===== config.mk =====
export PLATFORM = sky130hd
export DESIGN_NAME = fifo_read_drainer
export DESIGN_NICKNAME = d
export VERILOG_FILES = /design/src/rtl/fifo_read_drainer.sv
export SDC_FILE = /design/constraint.sdc
export NUM_CORES = 1
export LEC_CHECK = 0
export ABC_AREA = 1
export ABC_CLOCK_PERIOD_IN_PS = 2000
export BUFFER_PORTS_ARGS = -buffer_cell sky130_fd_sc_hd__buf_2
export CAP_MARGIN = 40
export CORE_ASPECT_RATIO = 1.1
export CORE_MARGIN = 3
export CORE_UTILIZATION = 30
export DETAILED_ROUTE_END_ITERATION = 8
export SETUP_SLACK_MARGIN = 0.4
export SKIP_CTS_REPAIR_TIMING = 1
export SLEW_MARGIN = 20
export SYNTH_ARGS = -nofsm -noshare
export SYNTH_HDL_FRONTEND = slang
export SYNTH_SLANG_ARGS = --single-unit

===== constraint.sdc =====
create_clock -name FIFO_r_clk -period 2 [get_ports FIFO_r_clk]
set_clock_uncertainty 0.05 [all_clocks]
set_input_delay 0.3 -clock FIFO_r_clk [delete_from_list [all_inputs] [get_ports FIFO_r_clk]]
set_output_delay 0.3 -clock FIFO_r_clk [all_outputs]
set_load 0.05 [all_outputs]

===== src/rtl/fifo_read_drainer.sv =====
// fifo_read_drainer: read-side consumer of an async FIFO.
// Prefetches FIFO words into a small circular buffer and presents them on a
// valid/ready stream, so FIFO read latency is hidden from consumer stalls.
// Everything runs on FIFO_r_clk; reset is asynchronous, active low.
module fifo_read_drainer #(
    parameter int DATA_WIDTH = 16,
    parameter int BUF_DEPTH  = 4,   // 2..8; at least 3 sustains 1 word/cycle
    parameter int CNT_WIDTH  = 16
) (
    input  logic                  FIFO_r_clk,
    input  logic                  FIFO_r_reset_n,
    input  logic                  enable,
    input  logic                  FIFO_empty,
    input  logic [DATA_WIDTH-1:0] fifo_rd_data,
    output logic                  FIFO_r_en,
    output logic [DATA_WIDTH-1:0] m_data,
    output logic                  m_valid,
    input  logic                  m_ready,
    output logic [CNT_WIDTH-1:0]  words_out,
    output logic                  idle
);

    localparam int PTR_W    = $clog2(BUF_DEPTH);
    localparam int CNT_BITS = $clog2(BUF_DEPTH + 1);
    // One extra bit so count + inflight cannot wrap before the compare.
    localparam int OCC_W    = CNT_BITS + 1;

    localparam logic [PTR_W-1:0] LAST_PTR  = PTR_W'(BUF_DEPTH - 1);
    localparam logic [OCC_W-1:0] DEPTH_OCC = OCC_W'(BUF_DEPTH);

    typedef enum logic [1:0] {
        IDLE  = 2'd0,
        RUN   = 2'd1,
        DRAIN = 2'd2
    } state_t;

    state_t state;
    state_t state_next;

    logic [DATA_WIDTH-1:0] buf_mem [BUF_DEPTH];
    logic [PTR_W-1:0]      wr_ptr;
    logic [PTR_W-1:0]      rd_ptr;
    logic [CNT_BITS-1:0]   count;
    logic                  inflight;
    logic [OCC_W-1:0]      occupancy;
    logic                  capture;
    logic                  pop;

    // Circular pointer advance; explicit wrap so non-power-of-2 depths work.
    function automatic logic [PTR_W-1:0] ptr_inc(input logic [PTR_W-1:0] p);
        return (p == LAST_PTR) ? '0 : p + PTR_W'(1);
    endfunction

    // Read issue uses only registered state plus enable/FIFO_empty: an
    // in-flight read reserves a slot, and a same-cycle pop earns no credit,
    // so there is no combinational path from m_ready to FIFO_r_en.
    assign occupancy = OCC_W'(count) + OCC_W'(inflight);
    assign FIFO_r_en = enable & ~FIFO_empty & (occupancy < DEPTH_OCC) & (state != DRAIN);

    // The word for the read accepted last edge is on fifo_rd_data now.
    assign capture = inflight;

    assign m_valid = (count != '0);
    assign pop     = m_valid & m_ready;
    assign m_data  = buf_mem[rd_ptr];
    assign idle    = (state == IDLE);

    // State register.
    always_ff @(posedge FIFO_r_clk or negedge FIFO_r_reset_n) begin
        if (!FIFO_r_reset_n) begin
            state <= IDLE;
        end else begin
            // NOTE: non-blocking assignment for every registered value so all
            // flops update together at the edge, independent of block order.
            state <= state_next;
        end
    end

    // Next-state logic: DRAIN stops new reads but lets the buffer empty.
    always_comb begin
        // NOTE: default first so every path assigns state_next; no latch.
        state_next = state;
        case (state)
            IDLE: begin
                if (enable) state_next = RUN;
            end
            RUN: begin
                if (!enable) state_next = ((count != '0) || inflight) ? DRAIN : IDLE;
            end
            DRAIN: begin
                if (enable)                          state_next = RUN;
                else if ((count == '0) && !inflight) state_next = IDLE;
            end
            default: state_next = IDLE;
        endcase
    end

    // Pointers, occupancy, read-in-flight flag and delivered-word counter.
    always_ff @(posedge FIFO_r_clk or negedge FIFO_r_reset_n) begin
        if (!FIFO_r_reset_n) begin
            wr_ptr    <= '0;
            rd_ptr    <= '0;
            count     <= '0;
            inflight  <= 1'b0;
            words_out <= '0;
        end else begin
            // Clearing inflight on reset drops the word returning afterwards.
            inflight <= FIFO_r_en;
            if (capture) wr_ptr <= ptr_inc(wr_ptr);
            if (pop) begin
                rd_ptr    <= ptr_inc(rd_ptr);
                words_out <= words_out + CNT_WIDTH'(1);
            end
            case ({capture, pop})
                2'b10:   count <= count + CNT_BITS'(1);
                2'b01:   count <= count - CNT_BITS'(1);
                default: count <= count;
            endcase
        end
    end

    // Prefetch storage, written at the capture edge.
    always_ff @(posedge FIFO_r_clk or negedge FIFO_r_reset_n) begin
        if (!FIFO_r_reset_n) begin
            // NOTE: this tiny register buffer is reset so m_data reads 0 out
            // of reset; a large RAM-style store would normally be left unreset.
            for (int i = 0; i < BUF_DEPTH; i++) buf_mem[i] <= '0;
        end else if (capture) begin
            buf_mem[wr_ptr] <= fifo_rd_data;
        end
    end

endmodule


==> flow_metrics.py <==
metrics = {
    "power_and_ir_drop": {
        "pwr_density_cell_mw_per_mm2": 1850,
        "ir_drop_mv": 0.653,
        "p_leak_nw": 2.65,
    },
    "detailed_routing": {
        "drt_iter0_markers": 168,
        "wirelength_um": 9810,
        "vias": 3406,
        "routedLengthMet1_um": 4580,
        "top_layer_used": "met4",
        "wl_met3_um": 450,
        "drtPass1Iterations": 4,
        "route.met2.wl_um": 4710,
        "postRouteAntennaNets": 0,
        "vias_per_cell": 4.59,
        "wire_per_inst_um": 13.2,
        "drc": 0,
    },
    "cts": {
        "htreeDepth": 3,
        "cts.clk_slew.worst_paths_ns": 0.06,
        "insertion_delay_ns": 0.33,
        "cts_num_sinks": 90,
        "cts-root-buf": "clkbuf_16",
        "cts_buffer_depth": 2,
        "cts-buffers-inserted": 9,
        "cts_tree": "yes",
    },
    "yosys": {
        "synthXorXnorAreaFrac": 0.0169,
        "ys_seq_area_frac": 0.543,
        "ys_warn_count": 0,
        "synth-simple-area-share": 0.199,
        "synth_fa_ha_area_frac": 0.0260,
        "syn_nets": 513,
        "synth_top_family_by_area": "simple AND/OR/NAND/NOR gates",
        "ys_types": 28,
        "ys_ff_latch": 90,
        "synth_area_mm2": 0.00414,
        "avgSynthCellArea_um2": 8.56,
        "syn_inst": 484,
        "synth_compound_area_frac": 0.152,
        "muxShareOfSynthArea": 0,
    },
    "min_path": {
        "hold_class": "in -> reg",
    },
    "floorplanning": {
        "ios": 56,
        "die_w_um": 118,
        "die_y_um": 129,
        "start_util": 0.310,
        "fp.dieArea_mm2": 0.0153,
        "rows": 44,
        "coreArea_mm2": 0.0134,
    },
    "setup_path": {
        "critPathRequiredTime_ns": 1.65,
        "ff2ff_path_depth": 9,
        "cp_max_fo": 18,
        "rrSetupSlack_ns": 0.23,
        "crit_type": "reg -> out",
        "critPathLaunch": "rd_ptr[0]",
        "crit_end": "m_data[1]",
        "crit_arrival_ns": 1.53,
        "cp-end-kind": "output port",
        "r2r_start": "count[0]",
        "startpoint_type": "flip-flop",
        "worstReg2RegEnd": "count[2]",
    },
    "placement": {
        "numPortBuffers": 55,
        "dpl.hpwl_um": 6490,
        "gp_congestion": 0.845,
    },
    "timing": {
        "timing.fmax_mhz": 532,
        "worstMarginPinSlew_ns": 0.488,
        "drv_slew": 0,
        "setup_tns_ns": 0,
        "finalSetupViolCount": 0,
        "period_share": 0.939,
        "hold_violations": 0,
        "hold_ws_ns": 0.0879,
        "fin_crit_ns": 1.88,
        "maxSlewHeadroom": 0.675,
        "rsz0062_at_grt": "yes",
    },
    "status": {
        "status": "complete, no violations",
    },
    "layout": {
        "antenna_cells": 0,
        "final_nets": 582,
        "drive_above_1_share": 0.272,
        "synthToLayoutAreaGrowth_pct": 33.4,
        "num-fill-cells": 1359,
    },
    "global_routing": {
        "overflow": 0,
        "grt_pass1_wl_um": 16600,
        "antenna_found_initial": 0,
        "grt_max_degree": 91,
        "grt_use_total": 0.133,
        "grt_pass1_vias": 3379,
    },
    "run": {
        "max_cap_violations": 0,
    },
}
## Yosys cell counts (all sizes together)
cell / count / area, um2
xor2: 6 / 52.6
buf: 11 / 55.1
nand3: 10 / 50.1
nor4: 2 / 12.5
nand3b: 1 / 7.51
dfrtp: 90 / 2250
nor2: 53 / 233
a21oi: 3 / 15.0
xnor2: 2 / 17.5
clkbuf: 10 / 38.8
nand2: 119 / 480
o21ai: 103 / 515
o22ai: 16 / 100
ha: 7 / 87.6
nand4: 6 / 37.5
inv: 43 / 164
fa: 1 / 20.0
nor3: 1 / 5.00
## how the worst min path moves through the flow
stage	slack, ns	endpoint	from	cells past startpoint
after floorplan	-0.05	buf_mem[0]	FIFO_r_reset_n	0
after global placement	0.33	buf_mem[7]	FIFO_r_reset_n	2
after detailed placement	0.33	buf_mem[55]	FIFO_r_reset_n	2
after CTS	-0.04	buf_mem[52]	FIFO_r_reset_n	2
after global routing	0.09	state[1]	enable	2
final	0.09	state[1]	enable	2
## final cells by class
cell class,count,area [um2],share of cell area
sequential,90,2260,0.409
multi-input combinational,330,1920,0.347
timing repair buffer,78,652,0.118
clock buffer,11,243,0.0439
tap,184,230,0.0417
inverter,43,181,0.0328
clock inverter,5,37.5,0.00679
timing repair inverter,1,6.26,0.00113
## state kept, by name (all words and copies together) (netlist names)
name,flops
wr_ptr,2
capture,1
count,3
words_out,16
rd_ptr,2
buf_mem,64
state,2
## placed cells by master, fill, tap and decap left out, types with 2 or more instances in the layout
cell / count
o21ai_0: 75
nor2_1: 40
o21ai_2: 15
nand2_4: 2
buf_4: 15
o21ai_1: 13
nor2_2: 10
buf_2: 36
nand2_1: 115
xnor2_1: 2
a21oi_1: 3
xor2_1: 6
o22ai_2: 6
buf_12: 6
nor2_4: 2
dfrtp_2: 5
ha_1: 6
o22ai_4: 10
inv_1: 40
dfrtp_1: 85
nand4_1: 6
nand3_1: 10
clkbuf_16: 9
buf_6: 19
clkinvlp_4: 2
inv_6: 2
## metal layers
layer | track usage | vias up
met4 | 0.0372 | 0
met3 | 0.0406 | 8
li1 | - | 1718
met2 | 0.226 | 59
met1 | 0.167 | 1621
met5 | 0 | -
## report_power, final
group	switching [mW]	internal, mW	total (mW)
sequential	0.580	2.63	3.21
clock	0.700	0.883	1.58
combinational	3.32	2.11	5.42
## logic make-up after synthesis
group	Yosys count
DFF	90
AOI/OAI and AO/OA	122
xor gates and xnor gates	8
and+or+nand+nor	192
adders and majority gates	8
buffers and inverters	64
## worst max-delay path, stage by stage (launching register included)
cell	delay (ns)
dfrtp_2	0.51
buf_12	0.20
o21ai_0	0.12
o22ai_2	0.18
buf_6	0.18
## per-stage QoR
stage          setup slack, ns  instances  power [mW]   util  area [um2]
2_1_floorplan           0.0710        484        6.61      -        4360
3_3_place_gp             0.155        716        7.59  0.365        4890
3_5_place_dp             0.117        716        7.72  0.365        4890
4_1_cts                 -0.146        732        9.35  0.386        5170
5_1_grt                 0.0529        742        10.9  0.413        5530
6_report                 0.121        742        10.2  0.413        5530
Note: power is estimated with default switching activity, not from simulation.
